<file path="config.mk">
export PLATFORM = sky130hd
export DESIGN_NAME = multicycle_operand_sequencer
export DESIGN_NICKNAME = d
export VERILOG_FILES = /design/src/rtl/multicycle_operand_sequencer.sv
export SDC_FILE = /design/constraint.sdc
export NUM_CORES = 1
export LEC_CHECK = 0
export CAP_MARGIN = 10
export CORE_ASPECT_RATIO = 1.1
export CORE_UTILIZATION = 45
export CTS_CLUSTER_DIAMETER = 150
export DETAILED_ROUTE_END_ITERATION = 16
export PLACE_DENSITY_LB_ADDON = 0.2
export SLEW_MARGIN = 0
export SYNTH_ARGS = -nofsm -noshare
export SYNTH_HDL_FRONTEND = slang
export SYNTH_SLANG_ARGS = --single-unit
export TNS_END_PERCENT = 20
</file>
<file path="constraint.sdc">
create_clock -name clk -period 2.3 [get_ports clk]
set_input_delay 0.345 -clock clk [delete_from_list [all_inputs] [get_ports clk]]
set_output_delay 0.345 -clock clk [all_outputs]
set_load 0.01 [all_outputs]
</file>
<file path="src/rtl/multicycle_operand_sequencer.sv">
// Multi-cycle FETCH/DECODE/EXEC/MEM/WB sequencer for an RV32I datapath. It drives the
// second-operand select and the IR/PC/RF/memory strobes, times out stalled memory handshakes and halts on faults.
module multicycle_operand_sequencer #(
   parameter int unsigned WAIT_LIMIT = 15
) (
   input  logic        clk,
   input  logic        reset,
   input  logic [31:0] instr,
   input  logic        mem_ready,
   input  logic        br_taken,
   output logic [2:0]  Si,
   output logic        ir_load,
   output logic        pc_load,
   output logic        rf_le,
   output logic        mem_rd,
   output logic        mem_wr,
   output logic        fault,
   output logic [31:0] retired
);

   localparam int unsigned WW = (WAIT_LIMIT < 1) ? 1 : $clog2(WAIT_LIMIT + 1);
   localparam logic [WW-1:0] WAIT_MAX = WW'(WAIT_LIMIT);

   localparam logic [6:0] OP_R      = 7'b0110011;
   localparam logic [6:0] OP_BRANCH = 7'b1100011;
   localparam logic [6:0] OP_IALU   = 7'b0010011;
   localparam logic [6:0] OP_LOAD   = 7'b0000011;
   localparam logic [6:0] OP_STORE  = 7'b0100011;
   localparam logic [6:0] OP_LUI    = 7'b0110111;
   localparam logic [6:0] OP_AUIPC  = 7'b0010111;
   localparam logic [6:0] OP_JAL    = 7'b1101111;
   localparam logic [6:0] OP_JALR   = 7'b1100111;

   localparam logic [2:0] SI_PB     = 3'b000;
   localparam logic [2:0] SI_IMM_I  = 3'b001;
   localparam logic [2:0] SI_IMM_S  = 3'b010;
   localparam logic [2:0] SI_IMM20  = 3'b011;
   localparam logic [2:0] SI_PC     = 3'b100;

   typedef enum logic [2:0] {
      S_FETCH  = 3'd0,
      S_DECODE = 3'd1,
      S_EXEC   = 3'd2,
      S_MEM    = 3'd3,
      S_WB     = 3'd4,
      S_FAULT  = 3'd5
   } state_t;

   // Only the path through EXEC/MEM matters after decode, so four classes suffice.
   typedef enum logic [1:0] {
      CL_WB     = 2'd0,
      CL_BRANCH = 2'd1,
      CL_LOAD   = 2'd2,
      CL_STORE  = 2'd3
   } class_t;

   state_t          state_q, state_d;
   class_t          cls_q, cls_d;
   logic [WW-1:0]   wait_q, wait_d;
   logic [2:0]      si_q, si_d;
   logic [31:0]     retired_q, retired_d;

   logic            dec_legal;
   logic [2:0]      dec_si;
   class_t          dec_cls;
   logic            stall_timeout;
   logic            unused_instr;

   assign unused_instr  = ^instr[31:7];
   assign stall_timeout = (wait_q == WAIT_MAX);

   always_comb begin
      dec_legal = 1'b1;
      dec_si    = SI_PB;
      dec_cls   = CL_WB;
      case (instr[6:0])
         OP_R:      dec_si = SI_PB;
         OP_BRANCH: dec_cls = CL_BRANCH;
         OP_IALU:   dec_si = SI_IMM_I;
         OP_LOAD: begin
            dec_si  = SI_IMM_I;
            dec_cls = CL_LOAD;
         end
         OP_STORE: begin
            dec_si  = SI_IMM_S;
            dec_cls = CL_STORE;
         end
         OP_LUI, OP_AUIPC: dec_si = SI_IMM20;
         OP_JAL, OP_JALR:  dec_si = SI_PC;
         default:          dec_legal = 1'b0;
      endcase
   end

   always_ff @(posedge clk or posedge reset) begin
      if (reset) begin
         state_q   <= S_FETCH;
         cls_q     <= CL_WB;
         wait_q    <= '0;
         si_q      <= SI_PB;
         retired_q <= '0;
      end else begin
         state_q   <= state_d;
         cls_q     <= cls_d;
         wait_q    <= wait_d;
         si_q      <= si_d;
         retired_q <= retired_d;
      end
   end

   always_comb begin
      state_d   = state_q;
      cls_d     = cls_q;
      wait_d    = wait_q;
      si_d      = si_q;
      retired_d = retired_q;
      case (state_q)
         S_FETCH: begin
            if (mem_ready) begin
               state_d = S_DECODE;
            end else if (stall_timeout) begin
               state_d = S_FAULT;
            end else begin
               wait_d = wait_q + WW'(1);
            end
         end
         S_DECODE: begin
            if (dec_legal) begin
               state_d = S_EXEC;
               si_d    = dec_si;
               cls_d   = dec_cls;
            end else begin
               state_d = S_FAULT;
            end
         end
         S_EXEC: begin
            case (cls_q)
               CL_LOAD, CL_STORE: state_d = S_MEM;
               CL_BRANCH: begin
                  state_d   = S_FETCH;
                  retired_d = retired_q + 32'd1;
               end
               default: state_d = S_WB;
            endcase
         end
         S_MEM: begin
            if (mem_ready) begin
               if (cls_q == CL_STORE) begin
                  state_d   = S_FETCH;
                  retired_d = retired_q + 32'd1;
               end else begin
                  state_d = S_WB;
               end
            end else if (stall_timeout) begin
               state_d = S_FAULT;
            end else begin
               wait_d = wait_q + WW'(1);
            end
         end
         S_WB: begin
            state_d   = S_FETCH;
            retired_d = retired_q + 32'd1;
         end
         default: state_d = S_FAULT;
      endcase
      // Stall count is per-state: any transition restarts it.
      if (state_d != state_q) begin
         wait_d = '0;
      end
   end

   // Strobes are gated by reset so nothing fires while reset is held, even in FETCH.
   always_comb begin
      ir_load = 1'b0;
      pc_load = 1'b0;
      rf_le   = 1'b0;
      mem_rd  = 1'b0;
      mem_wr  = 1'b0;
      if (!reset) begin
         case (state_q)
            S_FETCH: begin
               mem_rd  = 1'b1;
               ir_load = mem_ready;
            end
            S_EXEC: begin
               pc_load = (cls_q == CL_BRANCH) && br_taken;
            end
            S_MEM: begin
               mem_rd  = (cls_q == CL_LOAD);
               mem_wr  = (cls_q == CL_STORE);
               pc_load = (cls_q == CL_STORE) && mem_ready;
            end
            S_WB: begin
               rf_le   = 1'b1;
               pc_load = 1'b1;
            end
            default: ;
         endcase
      end
   end

   assign fault   = (state_q == S_FAULT);
   assign Si      = si_q;
   assign retired = retired_q;

endmodule

</file>
=== Word level (Yosys, flattened, before mapping) ===
Index checks and enable logic that the tools add are counted.

* Bits in registers: 44
* Input port bits: 36
* Output and inout port bits: 41
* Logic and storage cells: 73

* Add/subtract/negate cells: 2
* Eq/ne operators: 24
* Mux-type cells: 28
* Reductions and logical operators: 14

{| class="wikitable"
|+ Operator list
! kind !! number
|-
| 2-to-1 mux 32 bit || 3
|-
| case mux 32 bit (3 select lines) || 1
|-
| adder 32 x 1 -> 32 bit, second input constant || 1
|-
| == test 7 x 6 -> 1 bit, second input constant || 3
|-
| == test 7 bit, second input constant || 3
|-
| 2-to-1 mux 4 bit || 4
|-
| 2-to-1 mux 3 bit || 5
|-
| case mux 3 bit (5 select lines) || 1
|-
| == test 7 x 5 -> 1 bit, second input constant || 2
|-
| case mux 3 bit (4 select lines) || 1
|-
| OR reduction 2 bit || 5
|-
| 2-to-1 mux 1 bit || 9
|-
| OR reduction 9 bit || 1
|-
| == test 7 x 2 -> 1 bit, second input constant || 1
|-
| == test 3 x 2 -> 1 bit, second input constant || 2
|-
| == test 3 bit, second input constant || 2
|-
| inequality test 2 bit, second input constant || 3
|-
| case mux 2 bit (3 select lines) || 1
|-
| case mux 3 bit (2 select lines) || 1
|-
| adder 4 x 1 -> 4 bit, second input constant || 1
|-
| == test 2 bit, second input constant || 2
|-
| == test 4 bit, second input constant || 1
|-
| inequality test 2 x 1 -> 1 bit, second input constant || 2
|-
| AND reduction 4 bit || 1
|-
| 11 further kinds || 12
|}

=== Logic depth before layout (Yosys ltp) ===
* Depth in word-level cells: 8
* Mapped depth: 7
* Mapped depth without buffers: 5

=== Worst setup path after synthesis ===
OpenSTA, ideal clock, no wires.

* Kind: flip-flop to output port
* Start: reg state_q[1]
* End: out pc_load
* Data arrival time: 1.293 ns
* Data required time: 1.955 ns
* Slack: 0.662 ns
* Stages on the path, launching flop included: 5
* Buffers on the path: 1
* Cells stage by stage: dfrtp_1 > clkbuf_1 > nand2_1 > or3_1 > a21oi_1

* Cells in the longest elaborated chain, start to end: 3
* Elaborated cells on any way between the ends: 5
* Classes of those cells: eq/ne (3); mux (2)

{| class="wikitable"
|+ Ends and longest elaborated chain
! item !! line !! RTL
|-
| start, declared || 57 || <nowiki>state_t state_q, state_d;</nowiki>
|-
| start signal, assigned || 102 || <nowiki>state_q <= state_d;</nowiki>
|-
| == test 3 bit or == test 3 x 2 -> 1 bit (tied branches) || 179 || <nowiki>case (state_q)</nowiki>
|-
| case mux 1 bit (3 select lines) (*) || 179 ||
|-
| 2-to-1 mux 1 bit (*) || 178 || <nowiki>if (!reset) begin</nowiki>
|-
| end, declared || 13 || <nowiki>output logic pc_load,</nowiki>
|}

Every way passes the cells marked *; elsewhere a longest branch is shown, timed or not.

=== Worst setup path after layout ===
* Start: in mem_ready
* End: out pc_load

* Cells in the longest elaborated chain, start to end: 3

{| class="wikitable"
|+ Ends and longest elaborated chain
! item !! line !! RTL
|-
| start, declared || 9 || <nowiki>input logic mem_ready,</nowiki>
|-
| logical AND 1 bit || 190 || <nowiki>pc_load = (cls_q == CL_STORE) && mem_ready;</nowiki>
|-
| case mux 1 bit (3 select lines) || 179 ||
|-
| 2-to-1 mux 1 bit || 178 ||
|}

Every way passes these cells.

==> metrics.md <==
| Metric | Value |
|---|---|
| Clock power frac | `30.9%` |
| Post-CTS Setup Repair Bufs | `0` |
| Crit start category | `input pin` |
| Hold Path Sink | `retired[31]` |
| Setup tns final | `0 ps` |
| Switch share | `between 20% and 30%` |
| Vias in the first global route | `1,723` |
| Initial Utilization | `47.9%` |
| Crit path time final | `2100 ps` |
| Post-synthesis cell area | `about 2300 um^2` |
| Max cap viols | `0` |
| WP data arrival | `roughly 1800 ps` |
| P per Cell Area | `693 nW/um^2` |
| Synth top area cells | `dfrtp_1 (48%), xnor2_1 (8.9%), nand2_1 (5.0%), xor2_1 (3.9%), nand3_1 (3.3%)` |
| Dpl hpwl | `3220 um` |
| Std cell rows | `26` |
| Crit. End Element | `output pin` |
| Max Slew Vio Count | `0` |
| Cell leakage power | `1.32 nW` |
| Core area | `4750 um^2` |
| Ant diodes | `0` |
| CP peak stage delay | `470 ps` |
| Largest net degree at the start of global routing | `45` |
| HP Start | `retired[31]` |
| R2R depth | `7` |
| Rel. slew slack | `63.3%` |
| Slowest cell on crit path | `clkdlybuf4s50_1` |
| VDD IR max | `0.524 mV` |
| Drc violations | `0` |
| Total I/O pin count | `slightly below 80` |
| Sequential group share of total power | `44.9%` |
| Initial antenna violation count | `0` |
| Clock Latency Late Sink | `290 ps` |
| Worst Max-Slew Pin Slew | `~550 ps` |
| Synth Register Bits | `44` |
| Crit path cell chain | `clkdlybuf4s50_1 -> and3_4 -> a21oi_1 -> or3_1 -> a21oi_1 -> dlygate4sd2_1` |
| Final Skew | `just over 6 ps` |
| Routed wl met3 | `154 um` |
| Share of layout cells above drive strength 1 | `between 10 and 15%` |
| Die width | `~70 um` |
| IO buf count | `just over 50` |
| CTS tree | `yes` |
| Fillers | `about 410` |
| Pre-CTS setup slack | `-83.1 ps` |
| Met2 wire len | `2150 um` |
| Area growth syn-to-layout | `32.3%` |
| Utilization after layout | `63.3%` |
| DIE HEIGHT | `~77 um` |
| Crit path max fanout | `2` |
| Drt total wl | `around 4500 um` |
| Final worst setup slack | `between 150 and 200 ps` |
| Via density | `5.30` |
| Seq. cell area | `1100 um^2` |
| Worst path required time | `1960 ps` |
| Switching pwr | `approximately 0.00059 W` |
| Final Power | `0.00208 W` |
| Fin nets | `319` |
| Synth warnings | `0` |
| Multi-input logic area | `1110 um^2` |
| EDFF count, synth | `0` |
| Most common cell in the synthesized netlist | `dfrtp_1` |
| Logic pwr share | `approximately 24%` |
| Reg-to-reg startpoint | `state_q[0]` |
| Synthesized instance count | `221` |
| Top layer in use | `met4` |
| DRT met1 WL | `2120 um` |
| Clk slew on worst S/H paths | `80 ps` |
| Cell area after layout | `3010 um^2` |
| Asr flop ratio synth | `100%` |
| First DRT Iteration DRCs | `82` |
| Post-synthesis sequential area ratio | `48.4%` |
| Die area | `5340 um^2` |
| ANT nets after route | `0` |
| Post-Syn Area per Cell | `10.3 um^2` |
| Internal Dissipation | `0.00149 W` |
| Clk buf depth | `2` |
| Reg-to-reg slack, setup | `380 ps` |
| DR pass1 iterations | `4` |
| Synth cell types | `approximately 50` |
| Max Fclk | `476 MHz` |
| RSZ-0062 raised after global routing | `no` |
| Min-delay worst type | `reg -> reg` |
| Setup CP Type | `in -> out` |
| Final setup violation count | `0` |
| Total GRT Usage | `18.8%` |
| Post-synth top area cell | `dfrtp_1` |
| DR WL/cell | `~13 um` |
| First-pass GRT wire length | `about 8000 um` |
| Gr ovfl total | `0` |
| Crit share post-route | `91.3%` |
| Worst hold path depth | `1` |
| Synth cell count leaders | `dfrtp_1 (44), nand2_1 (30), xnor2_1 (23)` |
| Clk root buf | `clkbuf_8` |
| RR Endpoint | `retired[24]` |
| Final hold violations | `0` |
| Status | `finished clean` |
| Syn nets | `259` |
| RePlAce Congestion | `0.798` |
| Placed inst area | `2880 um^2` |
| Vias | `1,790` |
| Num Clock Sinks | `44` |
| Main flop type after synthesis | `dfrtp_1` |
| Yosys top cell area share | `48.4%` |
| # H-tree levels | `2` |
| Clock buffers created by TritonCTS | `5` |
| Most frequent CP cell | `a21oi_1` |
## per-layer routing
layer,GRT usage (%),vias to the layer above
li1,-,906
met1,25.5,849
met2,29.4,30
met3,3.57,5
met4,7.60,0
met5,0,-
## cell usage in the layout (no fill, tap or decap), types with 2 or more instances in the layout
cell type        count
nand3_1             15
and3_4               2
nor4_1               3
buf_4                9
inv_1                2
nor2_1              12
clkbuf_8             7
a21oi_1              6
nand2_1             30
and4_1               3
nor3_1               3
o21ai_0              9
ha_1                 2
xnor2_1             23
xor2_1              10
dlymetal6s2s_1       2
a32o_1               2
clkdlybuf4s50_1     48
nand4_1              9
nand2b_1             2
dfrtp_1             43
a211oi_1             2
nor3b_1              2
and2_1               2
and3_1               6
## critical path, delay by kind of cell
kind            cells  cell delay, ps
compound gates      2             170
simple gates        2             480
buf+inv             2             760
## flip-flops by register name, indices dropped and copies added, names as in the netlist
| register | count |
|---|---|
| Si | 3 |
| retired | 32 |
| state_q | 3 |
| wait_q | 4 |
| cls_q | 2 |
## through the flow
step	hold slack, ps	cells
2_1_floorplan	486	221
3_3_place_gp	465	330
3_5_place_dp	473	330
4_1_cts	490	338
5_1_grt	516	338
6_report	484	338
## worst max-delay path by stage
stage          startpoint      end  slack (ps)  cells after the start
2_1_floorplan  state_q[1]  pc_load         660                      4
4_1_cts        state_q[1]  ir_load          10                      3
3_5_place_dp    mem_ready  pc_load         -80                      6
3_3_place_gp    mem_ready  pc_load         -70                      6
6_report        mem_ready  pc_load         200                      6
5_1_grt        state_q[0]    fault         120                      4
## power by group through the flow
stage	logic (W)	clock network [W]	registers, W
detailed placement	0.000509	0	0.000951
global route	0.000557	0.000693	0.000953
CTS	0.000510	0.000661	0.000937
global placement	0.000501	0	0.000951
floorplan	0.000290	0	0.000943
finish	0.000505	0.000644	0.000935
## repair_timing
item	4_1_cts	5_1_grt
hold buffers	0	0
hold endpoints to repair	0	0
setup endpoints to repair	1	2
gates resized for setup	2	2
## cell families (layout without fill, tap and decap cells)
kind of cell               after synthesis  count (layout)  synth area share [%]
and+or+nand+nor                        102             102                  25.1
DFF                                     44              44                  48.4
xor gates and xnor gates                33              33                  12.7
AOI/OAI and AO/OA                       29              29                  9.63
buffers and inverters                   10              71                  2.53
adders and majority gates                2               2                  1.10
muxes                                    1               1                 0.495
## layout make-up
class	count	share of cell area, %
Multi-Input combinational cell	167	37.1
Sequential cell	44	36.7
Timing Repair Buffer	60	19.4
Clock buffer	7	3.20
Tap cell	56	2.33
Clock inverter	1	0.999
Inverter	3	0.375
No activity file was read; power rests on OpenSTA's default activity.
==> RTL change 1 (same flow settings) <==
The parameter `WAIT_LIMIT` goes from 15 to 30.
--- a/src/rtl/multicycle_operand_sequencer.sv
+++ b/src/rtl/multicycle_operand_sequencer.sv
@@ -3,3 +3,3 @@
 module multicycle_operand_sequencer #(
-   parameter int unsigned WAIT_LIMIT = 15
+   parameter int unsigned WAIT_LIMIT = 30
 ) (
Behaviour: same outputs for any inputs over 10 cycles, from zero or initial values and one cycle with reset high; that may be too few to reach the edited logic, so the function may still have changed.
==> RTL change 1 against the original RTL <==
The run now ends with design-rule violations left; die area up 4.4%; count of clock-buffer cells in the layout unchanged; cell area up 3.7%; clock skew down 0.00082 ns; synthesized area up 4.5%; worst setup slack worse by 0.084 ns; wire length up 12%; sequential cell count up 1; via count up 10%; highest routed layer unchanged.
Power is not compared: it rests on default switching activity, and its combinational part moved more than twofold at a synthesized area within 25%.
==> RTL change 1: results (changes against the original RTL) <==
[finish]
nClkBuffers=7  ; unchanged
multi_input_cells=179  ; +7.2%
seq_cell_count=45  ; +2.3%
nNonClkInverters=7  ; +4
drive_above_1_share_pct=11.9  ; +0.89 points
multi_input_area_um2=1180  ; +5.9%
final-seq-area_um2=1130  ; +2.3%
clock_area_share_pct=3.25  ; -0.95 points
fill_cells=436  ; +5.6%
buffers=64  ; +6.7%
nets=341  ; +6.9%
finalCoreUtilization_pct=61.9  ; -1.4 points
post-route-cell-area_um2=3120  ; +3.7%
layout.nonclk_buf_share_pct=19.5  ; +0.19 points

[global_route]
grt_pass1_wl_mm=8.84  ; +10%
grt_pass1_vias=1898  ; +10%
grt_max_degree=27  ; -40%
track_usage_pct=20.1  ; +1.4 points

[synthesis]
synthXorXnorAreaFrac_pct=12.1  ; -0.60 points
synth_fa_ha_area_share_pct=1.58  ; +0.48 points
synth_compound_area_share_pct=7.69  ; -1.9 points
synth.top_cells.by_count=dfrtp_1 (45), nor2_1 (22), nand3_1 (21)
yosysSeqAreaShare_pct=47.4  ; -1.0 points
syn_nets=280  ; +8.1%
avgSynthCellArea_um2=9.86  ; -4.2%
synth_area_leaders=dfrtp_1 (47%), xor2_1 (5.9%), xnor2_1 (5.5%), nand3_1 (4.4%), nor2_1 (3.5%)
muxShareOfSynthArea_pct=2.32  ; +1.8 points
synth_cell_types=45  ; -8.2%

[critical_path]
reg2reg_setup_slack_ns=0.12  ; -0.26 ns
critPathMaxFanout=7  ; +5
crit_type=register to register
reg2reg_from=state_q[2]
arrival_ns=2.37  ; +0.61 ns
reg2reg_to=retired[14]
r2r_cells=5  ; -2

[worst_hold_path]
worst_hold_path.endpoint=retired[31]

[placed_design]
hpwlAfterDp_mm=3.69  ; +15%
placed_cell_area_um2=3000  ; +4.4%
dp.cells=353  ; +7.0%
globalplace.congestion=0.820  ; +2.7%
dp_slack_ns=0.0256  ; +0.109 ns

[sta]
timing.final.crit_share_pct=95.0  ; +3.7 points
timing.hold.ws_ns=0.469  ; -0.0151 ns
worst_slew_pin_slew_ns=0.386  ; -0.165 ns
fin_skew_ns=0.00537  ; -0.000817 ns

[detailed_routing]
drc=3  ; +3
drt-initial-drc-count=81  ; -1.2%
vias_per_cell=5.48  ; +3.4%
wl_per_cell_um=13.9  ; +4.9%
firstDrtPassIters=10  ; +6
wl_mm=5.02  ; +12%

[status]
status=complete, but fails checks
violations=design-rule violations

[clocking]
cts_resized=3  ; +1

-- RTL change 1: changes by cell type in the layout (fill, tap and decap cells not counted), moves of 6 or more --
cell and change:
nand2_1 -16, xor2_1 +6, nand3_1 +6, nor3_1 +8, nor2_1 +10, xnor2_1 -8
-- RTL change 1: critical path, cell delays in order, from the launching register on --
cell	delay, ns
dfrtp_2	0.43
or3b_4	0.41
a211o_1	0.27
or2_4	0.28
or4_4	0.53
xnor2_2	0.14
-- RTL change 1: power groups by stage --
stage	clock, mW	combinational (mW)	sequential (mW)
after detailed placement	0	0.133	0.857
after CTS	0.553	0.134	0.842
final	0.533	0.131	0.842
after global placement	0	0.130	0.856
after floorplan	0	0.0687	0.854
after global routing	0.578	0.150	0.846
-- RTL change 1: layer usage --
metal	vias to the layer above	share of wire, %	track usage (%)
li1	978	-	-
met3	6	3.6	4.11
met5	-	0	0
met1	942	47	26.4
met2	51	48	33.2
met4	0	1.4	6.60
==> RTL change 2 (same flow settings) <==
Without the edit above. Re-encode `state_t` (6 states) as one-hot, 6 bits wide.
--- a/src/rtl/multicycle_operand_sequencer.sv
+++ b/src/rtl/multicycle_operand_sequencer.sv
@@ -39,9 +39,9 @@
 
-   typedef enum logic [2:0] {
-      S_FETCH  = 3'd0,
-      S_DECODE = 3'd1,
-      S_EXEC   = 3'd2,
-      S_MEM    = 3'd3,
-      S_WB     = 3'd4,
-      S_FAULT  = 3'd5
+   typedef enum logic [5:0] {
+      S_FETCH  = 6'b000001,
+      S_DECODE = 6'b000010,
+      S_EXEC   = 6'b000100,
+      S_MEM    = 6'b001000,
+      S_WB     = 6'b010000,
+      S_FAULT  = 6'b100000
    } state_t;
Behaviour: no difference found for any inputs over 10 cycles, from zero or initial values and one cycle with reset high; not proved beyond that.
==> RTL change 2 against the original RTL <==
Hold slack got worse by 0.0098 ns; via count rose by 12%; worst setup slack got worse by 0.053 ns; critical path depth did not move; sequential share of layout area fell by 0.58 points; synthesized area rose by 5.6%; wire length rose by 13%; cell area rose by 8.5%; sequential cell count rose by 3; final cell count rose by 8.6%; count of clock-buffer cells in the layout did not move.
Power is not compared: it rests on default switching activity, and its combinational part moved more than twofold at a synthesized area within 25%.
==> RTL change 2: results (changes against the original RTL) <==
[status]
status=finished, final reports clean

[synthesis]
muxShareOfSynthArea_pct=3.18  ; +2.7 points
syn_nets=270  ; +4.2%
synth_compound_area_share_pct=6.20  ; -3.4 points
yosysSeqAreaShare_pct=49.0  ; +0.60 points
synth_area_leaders=dfrtp_1 (48%), xnor2_1 (11%), nand3_1 (4.8%), nand4_1 (3.9%), nor2_1 (2.7%)
synth_fa_ha_area_share_pct=1.04  ; -0.059 points
synth.top_cells.by_count=dfrtp_1 (46), xnor2_1 (30), nand3_1 (23)
syn_inst=232  ; +5.0%
synth_cell_types=41  ; -16%
synthXorXnorAreaFrac_pct=12.8  ; +0.054 points

[finish]
fill_cells=431  ; +4.4%
largest_reg_flops=32  ; unchanged
layout.cells.non_filler=367  ; +8.6%
drive_above_1_share_pct=15.9  ; +4.9 points
post-route-cell-area_um2=3260  ; +8.5%
nets=346  ; +8.5%

[global_route]
grt_pass1_vias=1966  ; +14%
grt_pass1_wl_mm=8.61  ; +7.5%
grt_max_degree=28  ; -38%
track_usage_pct=19.4  ; +0.69 points

[detailed_routing]
routed-wl-met3_um=184  ; +19%
drc=0  ; unchanged
drt-initial-drc-count=88  ; +7.3%
route.met2.wl_mm=2.49  ; +16%
vias_per_cell=5.46  ; +3.1%

[clocking]
cts_resized=5  ; +3
cts_setup_buffers=1  ; +1
htreeDepth=2  ; unchanged

[sta]
fin_skew_ns=0.00858  ; +0.00240 ns
worst_slew_pin_slew_ns=0.349  ; -0.202 ns

[placed_design]
hpwlAfterDp_mm=3.72  ; +16%
globalplace.congestion=0.841  ; +5.4%
placed_cell_area_um2=3140  ; +9.1%
dp.cells=357  ; +8.2%
dp_slack_ns=-0.0672  ; +0.0159 ns

[critical_path]
critPathMaxFanout=4  ; +2
arrival_ns=1.81  ; +0.05 ns
r2r_cells=8  ; +1

[pwr]
power_mw=1.43

[RTL change 2: worst max-delay path: stages (launching register included)]
cell and delay, ns:
dfrtp_1 0.40, nor4_2 0.28, buf_4 0.17, buf_4 0.11, and3_1 0.15, and2_1 0.12, dlygate4sd2_1 0.26
[RTL change 2: worst paths after layout]
kind                                   from     endpoint  slack (ns)
min in group asynchronous             reset    wait_q[3]        0.49
worst min register to register  retired[31]  retired[31]        0.47
worst max register to register   state_q[1]  retired[24]        0.32
worst max-delay path             state_q[2]      ir_load        0.15
max in group asynchronous             reset  retired[15]        1.52
worst min-delay path            retired[31]  retired[31]        0.47
[RTL change 2: layout make-up]
class,count,share of cell area (%)
inverter,4,0.460
clock buffer,7,2.95
tap,58,2.22
sequential,47,36.1
timing repair buffer,76,21.7
multi-input combinational,174,36.4
clock inverter,1,0.230
[RTL change 2: per-layer routing]
metal	up-vias	global-route usage, %
li1	982	-
met1	956	23.3
met2	54	33.2
met3	11	4.36
met4	0	8.43
met5	-	0
